[src/rtl/result_display.sv]
// Captures a 6-bit result and sign on load, converts to BCD (7 cycles load-to-display) and scans a 4-digit 7-seg.
// No backpressure: load is taken only while idle (busy=0); a load during conversion is dropped.
module result_display #(
    parameter int SCAN_DIV = 50000
) (
    input  logic       clk,
    input  logic       rst,
    input  logic [5:0] y6,
    input  logic       neg,
    input  logic       load,
    output logic       busy,
    output logic [6:0] seg,
    output logic [3:0] an,
    output logic       dp
);

    localparam int CW = $clog2(SCAN_DIV);
    localparam logic [6:0] SEG_MINUS = 7'b0111111;
    localparam logic [6:0] SEG_BLANK = 7'b1111111;

    typedef enum logic [1:0] {IDLE, CONV, LATCH} state_t;

    state_t        state, state_nxt;
    logic [13:0]   sr;          // {tens, ones, binary} double-dabble register
    logic [13:0]   sr_shift;
    logic [7:0]    bcd_adj;
    logic [2:0]    bit_cnt;
    logic          neg_cap;
    logic [3:0]    ones, tens;
    logic          minus;
    logic [CW-1:0] scan_cnt;
    logic [1:0]    idx;

    always_ff @(posedge clk) begin
        if (rst) state <= IDLE;
        else     state <= state_nxt;
    end

    always_comb begin
        state_nxt = state;
        case (state)
            IDLE:    if (load) state_nxt = CONV;
            CONV:    if (bit_cnt == 3'd5) state_nxt = LATCH;
            LATCH:   state_nxt = IDLE;
            default: state_nxt = IDLE;
        endcase
    end

    always_comb begin
        busy = (state != IDLE);
    end

    always_comb begin
        bcd_adj = sr[13:6];
        if (sr[9:6] >= 4'd5)   bcd_adj[3:0] = sr[9:6] + 4'd3;
        if (sr[13:10] >= 4'd5) bcd_adj[7:4] = sr[13:10] + 4'd3;
        sr_shift = {bcd_adj, sr[5:0]} << 1;
    end

    always_ff @(posedge clk) begin
        if (rst) begin
            sr      <= '0;
            bit_cnt <= '0;
            neg_cap <= 1'b0;
            ones    <= '0;
            tens    <= '0;
            minus   <= 1'b0;
        end else begin
            case (state)
                IDLE: if (load) begin
                    sr      <= {8'd0, y6};
                    neg_cap <= neg;
                    bit_cnt <= '0;
                end
                CONV: begin
                    sr      <= sr_shift;
                    bit_cnt <= bit_cnt + 3'd1;
                end
                LATCH: begin
                    ones  <= sr[9:6];
                    tens  <= sr[13:10];
                    // A negative zero is shown as plain "0".
                    minus <= neg_cap && (sr[13:6] != 8'd0);
                end
                default: ;
            endcase
        end
    end

    always_ff @(posedge clk) begin
        if (rst) begin
            scan_cnt <= '0;
            idx      <= '0;
        end else if (scan_cnt == CW'(SCAN_DIV - 1)) begin
            scan_cnt <= '0;
            idx      <= idx + 2'd1;
        end else begin
            scan_cnt <= scan_cnt + CW'(1);
        end
    end

    function automatic logic [6:0] seg7(input logic [3:0] d);
        case (d)
            4'd0:    seg7 = 7'b1000000;
            4'd1:    seg7 = 7'b1111001;
            4'd2:    seg7 = 7'b0100100;
            4'd3:    seg7 = 7'b0110000;
            4'd4:    seg7 = 7'b0011001;
            4'd5:    seg7 = 7'b0010010;
            4'd6:    seg7 = 7'b0000010;
            4'd7:    seg7 = 7'b1111000;
            4'd8:    seg7 = 7'b0000000;
            4'd9:    seg7 = 7'b0010000;
            default: seg7 = SEG_BLANK;
        endcase
    endfunction

    always_comb begin
        an = ~(4'b0001 << idx);
        dp = 1'b1;
        case (idx)
            2'd0:    seg = seg7(ones);
            2'd1:    seg = (tens == 4'd0) ? SEG_BLANK : seg7(tens);
            2'd2:    seg = minus ? SEG_MINUS : SEG_BLANK;
            default: seg = SEG_BLANK;
        endcase
    end

endmodule
[config.mk]
export PLATFORM = sky130hd
export DESIGN_NAME = result_display
export DESIGN_NICKNAME = d
export VERILOG_FILES = /design/src/rtl/result_display.sv
export SDC_FILE = /design/constraint.sdc
export NUM_CORES = 1
export LEC_CHECK = 0
export ABC_AREA = 1
export BUFFER_PORTS_ARGS = -buffer_cell sky130_fd_sc_hd__buf_2
export CAP_MARGIN = 20
export CELL_PAD_IN_SITES_DETAIL_PLACEMENT = 1
export CELL_PAD_IN_SITES_GLOBAL_PLACEMENT = 1
export CORE_MARGIN = 4
export CORE_UTILIZATION = 47
export DETAILED_ROUTE_END_ITERATION = 7
export GPL_TIMING_DRIVEN = 0
export PLACE_DENSITY_LB_ADDON = 0.1
export SYNTH_ARGS = -nofsm -noshare
export SYNTH_HDL_FRONTEND = slang
export SYNTH_SLANG_ARGS = --single-unit
[constraint.sdc]
create_clock -name clk -period 2.3 [get_ports clk]
set_input_delay 0.115 -clock clk [delete_from_list [all_inputs] [get_ports clk]]
set_output_delay 0.115 -clock clk [all_outputs]
set_load 0.01 [all_outputs]
---- Word-level counts from Yosys, hierarchy flattened ----
Memories as Yosys holds them, arrays and structs flattened. A register that Yosys moved wholly into a read port is not among the register bits.
Index checks and enable logic that the tools add are counted.
Widths: inputs -> output; s select.
storage, ports and cells
  memories ................................ 2
  bits of input ports ..................... 10
  bits in read-only memories .............. 224
  bits in registers ....................... 47
  logic and storage cells ................. 55
operators by class
  add/subtract/negate cells ............... 5
  bitwise logic cells ..................... 1
  reductions and logical operators ........ 11
  equal/unequal tests ..................... 8
  shift operators ......................... 1
  $lt $le $gt $ge ......................... 2
  muxes and demuxes ....................... 16
memories
  memory            words  bits a word  read ports  clocked after Yosys merged registers in  write ports  RTL line  source
  (name not given)  16     7            1           1                                        0            103       case (d)
  (name not given)  16     7            1           1                                        0            103
operators with widths
  kind                   number
  $pmux 14 s2            1
  $pmux 7 s3             1
  $mux 4                 5
  $add 16x1->16 const B  1
  $eq 16x16->1 const B   1
  $mux 14                1
  $mux 7                 2
  $ge 4x3->1 const B     2
  $reduce_bool 8->1      1
  $mux 3                 2
  $pmux 3 s2             1
  $reduce_and 2->1       3
  $add 4x2->4 const B    1
  $eq 2x1->1 const B     2
  $eq 2x2->1 const B     2
  $logic_not 2->1        2
  $logic_not 4->1        1
  $mux 2                 2
  $ne 2x2->1 const B     2
  $not 4->4              1
  $pmux 2 s2             1
  $reduce_bool 2->1      2
  $shl 1x2->4 const A    1
  $add 3x1->3 const B    1
  5 further kinds        5

---- Depth between registers and ports, before layout ----
Gate-level depths: netlist of the first run.
  depth in word-level cells ............... 3
  gate-level depth with buffers ........... 11
  gate-level depth less buffers ........... 11

---- Least setup slack after synthesis of the first run ----
No wires, ideal clock.
  path kind ............................... reg-to-reg
  from .................................... reg state[0]
  to ...................................... reg with a tool-made name
  slack ................................... 0.756 ns
  library setup time ...................... 0.114 ns
  cell stages (with the launch flop) ...... 11
  arrival time ............................ 1.430 ns
  required time ........................... 2.186 ns
  cells stage by stage .................... dfxtp_1 > inv_2 > nand2_4 > nand2_1 > nand3_1 > inv_1 > ha_1 > inv_1 > nand4_1 > nand3_1 > nand2_1
RTL lines
  item                    RTL line  source
  from (decl)             23        state_t state, state_nxt;
  from (signal assigned)  36        else state <= state_nxt;

---- Worst setup path after layout of the first run ----
  from .................................... reg idx[0]
  to ...................................... out seg[1]
between the ends
  longest elaborated chain between the ends .. 2
ends and longest elaborated chain
  item                                      RTL line  source
  from (decl)                               32        logic [1:0] idx;
  from (signal assigned)                    96        idx <= idx + 2'd1;
  $eq 2x2->1, or another cell as far along  121       case (idx)
  $pmux 7 s3 *                              121
  to (decl)                                 12        output logic [6:0] seg,
Every way passes the cells marked *; elsewhere a longest branch is shown, timed or not.

==> results of run 1 <==
==> kinds of logic (layout without fill, tap and decap cells) <==
group | count (synthesis) | count (layout) | share of synthesized area (%)
other | 1 | 1 | 0.115
adder cells (fa/ha/maj) | 23 | 23 | 8.81
buffers and inverters | 86 | 121 | 10.9
AND/OR/NAND/NOR | 248 | 248 | 34.4
XOR/XNOR | 3 | 3 | 0.804
flip-flops | 61 | 61 | 37.4
AO/OA/AOI/OAI | 45 | 45 | 7.58
==> cells in the final DEF (no fill, tap or decap), drive strengths merged, types with 14 or more instances in the layout <==
cell and instances:
nand4 15, buf 27, nand2 134, clkbuf 15
o21ai 14, a21oi 25, nand3 51, inv 75
nor2 44, dfxtp 61, ha 23
==> where the power goes <==
part,internal (mW),total (mW),switching [mW]
logic,0.0470,0.131,0.0842
registers,1.08,1.09,0.0159
clock network,0.434,0.826,0.392
==> area by class of cell <==
class | count | share of cell area (%)
multi-input cells | 320 | 46.5
clock inverters | 2 | 0.275
clock buffers | 12 | 4.27
inverters | 77 | 8.15
plain buffers | 9 | 1.62
repair buffers | 21 | 2.89
flip-flops and latches | 61 | 33.6
well taps | 80 | 2.75
==> per-stage QoR <==
step	instances	hold WS (ns)	worst slack [ns]
3_3_place_gp	568	0.368	0.554
6_report	582	0.0296	0.416
3_5_place_dp	568	0.385	0.480
4_1_cts	582	0.0236	0.402
2_1_floorplan	467	0.184	0.756
5_1_grt	582	0.0283	0.255
==> path summary, 6_finish.rpt <==
kind | cells after the start | to
worst min-delay path | 3 | sr[0]
worst max register to register | 10 | flop
worst min register to register | 2 | sr[4]
worst max-delay path | 5 | seg[1]
==> tightest hold or removal path, stage by stage <==
cell     delay [ns]
buf_2          0.09
nand2_1        0.06
a21oi_1        0.05
==> per-layer routing <==
layer	share of wire (%)	GRT usage (%)
met1	46	25.2
met2	51	36.7
met3	2.2	4.72
met4	0.99	6.78
met5	0	0
==> results.md, run 1 <==
* Clock Skew at 0.00970 ns
* Slowest CP cell: dfxtp_1
* Power consumption at between 2 and 2.5 mW
* Worst Hold Class: in2reg
* Fillers at slightly above 900
* Reg2reg start: state[1]
* DRC at 0
* Kind of end point of the critical path: output port
* Die area at ~8300 um2
* CTS tree: done
* Multi-input logic area at ~1700 um2
* Final Max Tran Viols at 0
* Antenna Nets Post-Route at 0
* Fin nets at 532
* Synth Flop Type: dfxtp_1
* WL final at 7.96 mm
* Cell area after layout at about 3600 um2
* Worst EP arrival at ~1.8 ns
* RSZ-0062 raised after global routing: no
* Initial antenna violation count at 0
* Post-synth EDFFs at 0
* Row count at 30
* Wire per inst at ~14 um
* Setup repair bufs after CTS at 0
* Layout area overhead at 11.3%
* HP Start: y6[0]
* Largest net degree at the start of global routing at 11
* First-pass GRT wire length at between 10 and 15 mm
* Die Wd at 91.4 um
* Pwr dens at about 560 nW/um2
* Fraction of layout instances using a drive strength above 1 at about an eighth
* Kind of critical path: reg2out
* Top-count cell post-synth: nand2_1
* Clk sinks at between 60 and 70
* Critical Path RT at between 2 and 2.5 ns
* Ranking of synthesized cells by area: dfxtp_1 (37%), nand2_1 (14%), ha_1 (8.8%)
* Drt via density at roughly 5.1
* P_leak at approximately 1.8 nW
* Post-synthesis cell type count at 31
* Io pins at 23
* Yosys warning total at 0
* Num CTS Buffers at 9
* Area of the core at between 6000 and 7000 um2
* IR Drop Worst-Case VDD at about 410 uV
* Htree depth at 3
* Crit path launch: idx[0]
* Yosys reg bits at just over 60
* Worst rel slew slack at between 50% and 60%
* Clk slew on worst S/H paths at about 0.07 ns
* Router iterations before antenna repair at 4
* Max Cap Viol at 0
* Register area at between 1000 and 1500 um2
* Vias in the first global route at between 3,000 and 4,000
* Initial Utilization at 48.4%
* Hold_buf cts at 0
* Hpwl dp at ~6 mm
* Post-synth top area cell: dfxtp_1
* Post-Syn Instances at 467
* Critical path launch point type: flop
* Gr usage total at 20.9%
* Final Hold Vio Count at 0
* Fin crit share at between 80% and 90%
* ANT cells at 0
* Via Count at between 2,000 and 3,000
* Largest delay share family, worst path: simple AND/OR/NAND/NOR gates
* Clock root buffer: clkbuf_8
* # port buffers at 21
* Placer Congestion at roughly 0.80
* Worst-margin pin slew at slightly above 0.6 ns
* Setup TNS at 0 ns
* Synth cell count leaders: nand2_1 (124), inv_1 (70), dfxtp_1 (61)
* Placement Cell Area at roughly 3500 um2
* Crit-path cells: inv_1 > ha_1 > nor2_1 > nand3_1 > buf_2
* Crit path buffers/inverters at 2
* Achievable frequency at ~0.53 GHz
* Post-CTS resize count at 0
* Die Span Y at between 90 and 100 um
* Asr flop ratio synth at 0%
* Initial drt markers at between 60 and 70
* Clk_lat worst skew at 0.33 ns
* R2R setup slack at between 0.4 and 0.5 ns
* Max incr delay on CP at around 0.41 ns
* Synthesized area at approximately 3300 um2
* Post-Route Utilization at 53.8%
* Status: completed
* CP Max Fanout at 6
* Global route total overflow at 0
* Fin crit period at 1.88 ns
* Syn Nets at 500
* Syn_area_per_cell at approximately 7.0 um2
* Finish-stage setup viols at 0
* Clock Tree Buf Depth at 2
* Yosys top cell area share at between 30% and 40%
* Share of the yosys chip area belonging to registers at a little under two fifths
No activity file was read; power rests on OpenSTA's default activity.
==> run 2, diff against run 1 <==
CORE_UTILIZATION = 44   (was 47)
clock period = 2 ns   (was 2.3 ns; I/O delays follow)
==> results.md, run 2 (synthesis gave the netlist of run 1 again) <==
* Final non-filler cell total at around 600
* Finish-stage setup viols at 0
* Row count at 31
* Largest delay share family, worst path: buffers and inverters
* Pwr dens at roughly 680 nW/um2
* ANT cells at 0
* Placement Cell Area at about 3500 um2
* Htree depth at 3
* Die area at between 8000 and 9000 um2
* Power consumption at ~2.5 mW
* Final Hold Vio Count at 0
* Die Wd at 94.2 um
* Most common cell after layout, fill and taps aside: nand2_1
* Layout area overhead at 14.0%
* Commonest cells after routing, fill and taps aside: nand2_1 (124), inv_1 (70), dfxtp_1 (60), nand3_1 (44), nor2_1 (40)
* WL final at approximately 7.7 mm
* Clk_lat worst skew at 0.34 ns
* Via Count at between 2,000 and 3,000
* Hpwl dp at ~5.7 mm
* Placer Congestion at between 0.7 and 0.8
* First-pass GRT wire length at ~13 mm
* Crit-path cells: inv_1 > ha_1 > clkbuf_1 > a21oi_1 > o211ai_1 > buf_2
* Max Cap Viol at 0
* Worst EP arrival at roughly 1.7 ns
* Fin crit share at 91.4%
* Clk slew on worst S/H paths at ~0.070 ns
* Status: completed
* Worst-margin pin slew at between 0.5 and 0.6 ns
* RSZ-0062 raised after global routing: no
* Initial antenna violation count at 0
* Clock root buffer: clkbuf_8
* Fin nets at around 530
* Achievable frequency at ~0.55 GHz
* Clock Tree Buf Depth at 2
* CP Max Fanout at 8
* Largest net degree at the start of global routing at 11
* Drt via density at between 4 and 5
* Fin crit period at ~1.8 ns
* Crit path buffers/inverters at 3
* Final Max Tran Viols at 0
* Max incr delay on CP at between 0.4 and 0.5 ns
* DRC at 0
* Initial drt markers at 79
* Clk sinks at between 60 and 70
* Kind of critical path: reg2out
* Gr usage total at 18.9%
* Critical path launch point type: flop
* # port buffers at 21
* Fillers at 977
* Worst hold slack at approximately 0.026 ns
* Num CTS Buffers at 9
* Antenna Nets Post-Route at 0
* Vias in the first global route at around 3,000
* Setup TNS at 0 ns
* IR Drop Worst-Case VDD at between 300 and 400 uV
* Fraction of layout instances using a drive strength above 1 at around 14%
* CTS tree: done
* Cell area after layout at about 3700 um2
* Kind of end point of the critical path: output port
* P_leak at between 1.5 and 2 nW
* Wire per inst at 12.8 um
* Global route total overflow at 0
* Inst Count DP at between 500 and 600
* Initial Utilization at 45.0%
* Worst rel slew slack at between 60% and 70%
* Slowest CP cell: dfxtp_1
* Clock Skew at 0.00696 ns
* Router iterations before antenna repair at 4
* Die Span Y at approximately 94 um
* Io pins at 23
* Critical Path RT at between 1.5 and 2 ns
* Area of the core at 7250 um2
* Setup repair bufs after CTS at 0
* Worst Hold Class: in2reg
-- run 2: changes by cell type in the layout (fill, tap and decap cells not counted) --
cell	change
nor2_1	-1
nand3_2	+3
clkinv_2	-2
clkinvlp_4	+2
dlygate4sd3_1	+1
nand3_1	-3
nor2_2	+1
dfxtp_2	+1
bufinv_16	+1
dfxtp_1	-1
-- run 2: timing repair --
| action | CTS | global route |
|---|---|---|
| hold endpoints to repair | 1 | 0 |
| setup endpoints to repair | 0 | 7 |
| resized for setup | 0 | 5 |
| hold buffers | 1 | 0 |
-- run 2: cell type report --
type	instances	area [um2]	share of cell area [%]
tap	99	124	3.33
timing repair buffer	22	115	3.09
multi-input combinational	320	1710	45.9
sequential	61	1220	32.8
clock inverter	3	45.0	1.21
inverter	77	297	7.96
clock buffer	12	155	4.17
buffer	9	58.8	1.58
-- run 2: layer usage --
metal	global-route usage [%]	up-vias	share of wire, %
li1	-	1530	-
met1	23.4	1407	49
met2	32.0	34	48
met3	4.17	7	2.4
met4	6.86	0	1.2
met5	0	-	0
-- run 2: metrics by stage --
step	worst slack (ns)	util (%)
floorplan	0.456	-
global placement	0.237	48.2
detailed placement	0.184	48.2
CTS	0.139	51.1
global route	0.0218	51.4
finish	0.171	51.4
-- run 2: final timing paths --
kind	start	end	slack [ns]	cells past startpoint
worst min register to register	sr[4]	sr[4]	0.46	2
worst min-delay path	rst	sr[7]	0.03	2
worst max-delay path	idx[0]	seg[6]	0.17	6
worst max register to register	state[0]	flop	0.21	10
-- run 2: power by group --
part	internal (mW)	switching, mW
Sequential	1.24	0.0178
Combinational	0.0551	0.0971
Clock	0.637	0.484
